**config.mk**
```make
export PLATFORM = sky130hd
export DESIGN_NAME = axi_ni_request_packetizer
export DESIGN_NICKNAME = d
export VERILOG_FILES = /design/src/rtl/axi_ni_request_packetizer.sv
export SDC_FILE = /design/constraint.sdc
export NUM_CORES = 1
export LEC_CHECK = 0
export BUFFER_PORTS_ARGS = -buffer_cell sky130_fd_sc_hd__buf_2
export CAP_MARGIN = 25
export CORE_AREA = 2 2 116 118
export CTS_CLUSTER_DIAMETER = 80
export DETAILED_ROUTE_END_ITERATION = 12
export DIE_AREA = 0 0 118 120
export MAX_ROUTING_LAYER = met4
export PLACE_DENSITY = 0.87
export RECOVER_POWER = 100
export SYNTH_ARGS = -nofsm -noshare
export SYNTH_HDL_FRONTEND = slang
export SYNTH_SLANG_ARGS = --single-unit
```
**constraint.sdc**
```tcl
create_clock -name clk -period 5.35 [get_ports clk]
set_input_delay 0.535 -clock clk [delete_from_list [all_inputs] [get_ports clk]]
set_output_delay 0.535 -clock clk [all_outputs]
set_load 0.1 [all_outputs]
```
**src/rtl/axi_ni_request_packetizer.sv**
```systemverilog
// AXI slave to NoC packetizer: a read becomes one header+tail flit, a write becomes a header plus AWLEN+1 payload flits.
// Define NI_WLAST_CHECK_EN to enable the sticky WLAST-vs-beat-count error flag.
module axi_ni_request_packetizer #(
  parameter int OUTSTANDING_MAX = 8,
  parameter int ID_WD = 4
) (
  input  logic             clk,
  input  logic             rst,
  input  logic [ID_WD-1:0] AWID,
  input  logic [31:0]      AWADDR,
  input  logic [3:0]       AWLEN,
  input  logic [2:0]       AWSIZE,
  input  logic [1:0]       AWBURST,
  input  logic [1:0]       AWLOCK,
  input  logic [3:0]       AWCACHE,
  input  logic [2:0]       AWPROT,
  input  logic             AWVALID,
  output logic             AWREADY,
  input  logic [63:0]      WDATA,
  input  logic [7:0]       WSTRB,
  input  logic             WLAST,
  input  logic             WVALID,
  output logic             WREADY,
  input  logic [ID_WD-1:0] ARID,
  input  logic [31:0]      ARADDR,
  input  logic [3:0]       ARLEN,
  input  logic [2:0]       ARSIZE,
  input  logic [1:0]       ARBURST,
  input  logic [1:0]       ARLOCK,
  input  logic [3:0]       ARCACHE,
  input  logic [2:0]       ARPROT,
  input  logic             ARVALID,
  output logic             ARREADY,
  output logic [79:0]      flit,
  output logic             valid,
  input  logic             stall,
  input  logic [3:0]       SOURCE,
  output logic [3:0]       lut_address,
  input  logic [6:0]       lut_path,
  input  logic             resp_done,
  output logic             wlast_err
);

  typedef enum logic [1:0] {IDLE = 2'd0, HDR = 2'd1, DATA = 2'd2} state_t;

  localparam logic [3:0] OMAX = 4'(OUTSTANDING_MAX);

  state_t      state_q, state_d;
  logic [3:0]  outst_q, outst_d;
  logic        prio_rd_q, prio_rd_d;
  logic        is_rd_q;
  logic [3:0]  id_q;
  logic [31:0] addr_q;
  logic [3:0]  len_q;
  logic [2:0]  size_q;
  logic [1:0]  burst_q;
  logic        lock_q;
  logic [3:0]  cache_q;
  logic [2:0]  prot_q;
  logic [3:0]  beat_cnt_q;
  logic        beats_done_q;
  logic [79:0] data_flit_q;
  logic        data_valid_q;

  logic        can_accept_s, accept_s, grant_rd_s, grant_wr_s;
  logic        w_beat_s, data_xfer_s, tail_xfer_s, dec_s;
  logic [79:0] header_s;
  logic        unused_s;

  assign can_accept_s = (state_q == IDLE) && (outst_q < OMAX);
  assign grant_rd_s   = ARVALID && (!AWVALID || prio_rd_q);
  assign grant_wr_s   = AWVALID && !grant_rd_s;
  assign accept_s     = can_accept_s && (ARVALID || AWVALID);
  assign ARREADY      = can_accept_s && grant_rd_s;
  assign AWREADY      = can_accept_s && grant_wr_s;

  // No beats are taken once the counter-determined final beat is buffered.
  assign WREADY      = (state_q == DATA) && !beats_done_q && (!data_valid_q || !stall);
  assign w_beat_s    = WREADY && WVALID;
  assign data_xfer_s = data_valid_q && !stall;
  assign tail_xfer_s = (state_q == DATA) && beats_done_q && data_xfer_s;
  assign dec_s       = resp_done && (outst_q != 4'd0);

  assign header_s = {(is_rd_q ? 2'b11 : 2'b01), lut_path, SOURCE, is_rd_q, id_q, addr_q,
                     len_q, size_q, burst_q, lock_q, cache_q, prot_q, 13'd0};
  assign flit        = (state_q == HDR) ? header_s : data_flit_q;
  assign valid       = (state_q == HDR) || data_valid_q;
  assign lut_address = addr_q[31:28];

  // State, outstanding count and arbitration priority registers.
  always_ff @(posedge clk) begin
    if (rst) begin
      state_q   <= IDLE;
      outst_q   <= 4'd0;
      prio_rd_q <= 1'b1;
    end else begin
      state_q   <= state_d;
      outst_q   <= outst_d;
      prio_rd_q <= prio_rd_d;
    end
  end

  // Next-state, outstanding count and priority update.
  always_comb begin
    state_d   = state_q;
    outst_d   = outst_q;
    prio_rd_d = prio_rd_q;
    case (state_q)
      IDLE:    if (accept_s) state_d = HDR; else state_d = IDLE;
      HDR:     if (!stall) state_d = is_rd_q ? IDLE : DATA; else state_d = HDR;
      DATA:    if (tail_xfer_s) state_d = IDLE; else state_d = DATA;
      default: state_d = IDLE;
    endcase
    if (accept_s && !dec_s) begin
      outst_d = outst_q + 4'd1;
    end else if (dec_s && !accept_s) begin
      outst_d = outst_q - 4'd1;
    end else begin
      outst_d = outst_q;
    end
    if (accept_s) prio_rd_d = !prio_rd_q; else prio_rd_d = prio_rd_q;
  end

  // Capture the granted request fields.
  always_ff @(posedge clk) begin
    if (rst) begin
      is_rd_q <= 1'b0; id_q <= 4'd0; addr_q <= 32'd0; len_q <= 4'd0; size_q <= 3'd0;
      burst_q <= 2'd0; lock_q <= 1'b0; cache_q <= 4'd0; prot_q <= 3'd0;
    end else if (accept_s) begin
      is_rd_q <= grant_rd_s;
      id_q    <= grant_rd_s ? 4'(ARID)    : 4'(AWID);
      addr_q  <= grant_rd_s ? ARADDR      : AWADDR;
      len_q   <= grant_rd_s ? ARLEN       : AWLEN;
      size_q  <= grant_rd_s ? ARSIZE      : AWSIZE;
      burst_q <= grant_rd_s ? ARBURST     : AWBURST;
      lock_q  <= grant_rd_s ? ARLOCK[0]   : AWLOCK[0];
      cache_q <= grant_rd_s ? ARCACHE     : AWCACHE;
      prot_q  <= grant_rd_s ? ARPROT      : AWPROT;
    end
  end

  // Beat counter and single-entry payload flit buffer.
  always_ff @(posedge clk) begin
    if (rst) begin
      beat_cnt_q   <= 4'd0;
      beats_done_q <= 1'b0;
      data_flit_q  <= 80'd0;
      data_valid_q <= 1'b0;
    end else if (accept_s && grant_wr_s) begin
      beat_cnt_q   <= AWLEN;
      beats_done_q <= 1'b0;
    end else if (w_beat_s) begin
      if (beat_cnt_q != 4'd0) beat_cnt_q <= beat_cnt_q - 4'd1;
      beats_done_q <= (beat_cnt_q == 4'd0);
      data_flit_q  <= {((beat_cnt_q == 4'd0) ? 2'b10 : 2'b00), WSTRB, WDATA, 6'd0};
      data_valid_q <= 1'b1;
    end else if (data_xfer_s) begin
      data_valid_q <= 1'b0;
    end
  end

`ifdef NI_WLAST_CHECK_EN
  logic wlast_err_q;

  // Sticky flag: WLAST disagreed with the beat counter on some beat.
  always_ff @(posedge clk) begin
    if (rst) begin
      wlast_err_q <= 1'b0;
    end else if (w_beat_s && (WLAST != (beat_cnt_q == 4'd0))) begin
      wlast_err_q <= 1'b1;
    end
  end

  assign wlast_err = wlast_err_q;
  assign unused_s  = ^{AWLOCK[1], ARLOCK[1]};
`else
  assign wlast_err = 1'b0;
  assign unused_s  = ^{AWLOCK[1], ARLOCK[1], WLAST};
`endif

endmodule

```
==> flow_summary.ini <==
[synth]
synth_cell_types = 37
yosys_warnings = 0
synth_seq_cells = 140
synthFlopType = dfxtp_1
synthArstFlopShare_pct = 0
synth-edff-count = 0
avgSynthCellArea_um2 = 7.416
synthesis.area_um2 = 6511
synth_seq_area_share_pct = 43.04
synthCells = 878

[global_routing]
grt.total_usage_pct = 26.04
grt_pass1_vias = 6107
grt_pass1_wl_mm = 28.92
antenna_found_initial = 0
grt-ovfl-total = 0
grt_max_degree = 108

[clocking]
clk_pin_slew_worst_paths_ns = 0.06
hold_buffers = 0
htreeDepth = 4
clockBufferDepth = 2
cts_tree = built
cts_root_buf = clkbuf_16
insertion_delay_ns = 0.41
ctsResizeCount = 0
clock_sinks = 140
cts_buffers = 17
post-cts-setup-buffer-count = 0

[outcome]
status = finished, violations left
violations = capacitance limit, slew limit

[floorplanning]
row_count = 42
die_area_um2 = 14160
die_h_um = 120
io_pins = 288
start_util_pct = 50.16
core_area_um2 = 12980
dieWidth_um = 118

[worst_setup_path]
critPathLaunchType = flip-flop
worstPathArrival_ns = 3.37
crit_required_ns = 4.82
crit_chain = nand2b_2, inv_1, buf_4, nand2_1, nand2_1, clkbuf_1
critical_path_class = flip-flop to output pin
r2r_cells = 5
cpPeakStageDelay_ns = 0.90
cp_common_cell = nand2_1
endpoint_kind = output pin
crit_fanout = 37
slowest_stage = clkbuf_1

[sta]
rsz0062_at_grt = no
tns_ns = 0
tightest_slew_ns = 2.463
slew_viol_final = 170
hold_viol_final = 0
max_freq_mhz = 256.1
setup_violations = 0
max_slew_margin_pct = -64.27
period_needed_ns = 3.905
skew_ns = 0.006353
finalCritPeriodShare_pct = 72.99

[final_layout]
nets = 1317
final_cell_mix = nand2_1 (351), buf_2 (196), dfxtp_1 (140), clkbuf_1 (84), a21oi_1 (79)
final_common_cell = nand2_1
drive_gt1_share_pct = 21.49
syn_to_final_growth_pct = 28.31
n_fill_cell = 1192
diodes = 0

[detailed_routing]
ant_nets = 0
firstDrtPassIters = 5
postRouteWirelength_mm = 18.14
drt-initial-drc-count = 504
vias = 6608
drc = 0
routedWlPerCell_um = 13.93
vias_per_cell = 5.075

[power]
ir_worst_vdd_v = 0.0002979
power.leakage_nw = 3.797
power.density_nw_per_um2 = 481.3
power_w = 0.004021

[min_path]
worstHoldPathCells = 3
hp-class = input pin to flip-flop

[run]
max_cap_viol_count = 4

[placed_design]
io_buffers = 277
hpwl_mm = 12.12
routabilityCongestion = 0.8297
[worst max-delay path, delay by kind of cell, from the launching register on]
kind / cells / cell delay (ns)
simple gates: 3 / 0.36
flops: 1 / 0.34
buf+inv: 3 / 2.24
[state kept, by name, summed over array words and instances, names as in the netlist]
signal        count
state_q           2
len_q             4
burst_q           2
id_q              4
beat_cnt_q        4
beats_done_q      1
is_rd_q           1
lock_q            1
addr_q           32
data_flit_q      73
data_valid_q      1
cache_q           4
prio_rd_q         1
size_q            3
outst_q           4
prot_q            3
[per-layer routing]
| metal | share of wire [%] | track usage (%) | vias to the layer above |
|---|---|---|---|
| met2 | 50 | 45.02 | 243 |
| met5 | 0 | - | - |
| met4 | 2.2 | 9.262 | 0 |
| met1 | 41 | 30.13 | 2995 |
| met3 | 6.3 | 5.276 | 33 |
| li1 | - | - | 3337 |
[layout make-up]
class,count,area [um^2],share of cell area [%]
inverter,7,27.53,0.3295
clock inverter,11,141.4,1.692
clock buffer,21,470.5,5.631
tap,176,220.2,2.636
multi-input combinational,661,3334,39.91
timing repair buffer,286,1358,16.25
sequential,140,2803,33.55
[through the flow]
stage                     cell area [um^2]  util (%)  cells  hold WS [ns]  setup WS (ns)
after CTS                             8451     65.11   1301        0.3403          2.274
after floorplan                       6534         -    884        0.4317          2.424
final                                 8354     64.36   1302        0.3562          1.445
after global routing                  8354     64.36   1302        0.3455          1.263
after detailed placement              7839     60.39   1269        0.4423          2.726
after global placement                7839     60.39   1269        0.4377          2.727
[path summary, 6_finish.rpt]
| check | from | to | slack [ns] |
|---|---|---|---|
| worst max-delay path | state_q[1] | flit[37] | 1.44 |
| worst min-delay path | WDATA[37] | data_flit_q[43] | 0.36 |
| worst max register to register | state_q[0] | beat_cnt_q[3] | 1.72 |
| worst min register to register | data_flit_q[6] | data_flit_q[6] | 0.45 |
[logic make-up after synthesis]
| group | synth area share [%] |
|---|---|
| other | 0.05759 |
| muxes | 8.647 |
| DFF | 43.04 |
| buffers and inverters | 6.284 |
| xor gates and xnor gates | 0.5381 |
| adders and majority gates | 1.076 |
| AOI/OAI and AO/OA | 13.84 |
| and+or+nand+nor | 26.52 |
[cells in the mapped netlist, types with 2 or more instances]
| cell type | n | share of area [%] |
|---|---|---|
| a211oi_1 | 55 | 6.3 |
| a21oi_1 | 79 | 6.1 |
| a31oi_1 | 3 | 0.29 |
| and2_1 | 9 | 0.86 |
| buf_1 | 3 | 0.17 |
| buf_2 | 24 | 1.8 |
| buf_4 | 18 | 2.1 |
| clkbuf_1 | 31 | 1.8 |
| dfxtp_1 | 140 | 43 |
| ha_1 | 4 | 0.77 |
| inv_1 | 6 | 0.35 |
| mux2_2 | 2 | 0.35 |
| mux2i_1 | 54 | 8.3 |
| nand2_1 | 351 | 20 |
| nand2b_1 | 3 | 0.29 |
| nand3_1 | 5 | 0.38 |
| nor2_1 | 64 | 3.7 |
| nor2b_1 | 2 | 0.19 |
| nor3_1 | 2 | 0.15 |
| o21ai_0 | 2 | 0.15 |
| o21ai_1 | 2 | 0.15 |
| or3_1 | 2 | 0.19 |
| xnor2_1 | 3 | 0.40 |
[power breakdown]
group	internal [W]	switching, W	total [W]
combinational	0.000356	0.00118	0.00154
sequential	0.00119	0.0000898	0.00128
clock	0.000767	0.000435	0.00120
Note: power is estimated with default switching activity, not from simulation.
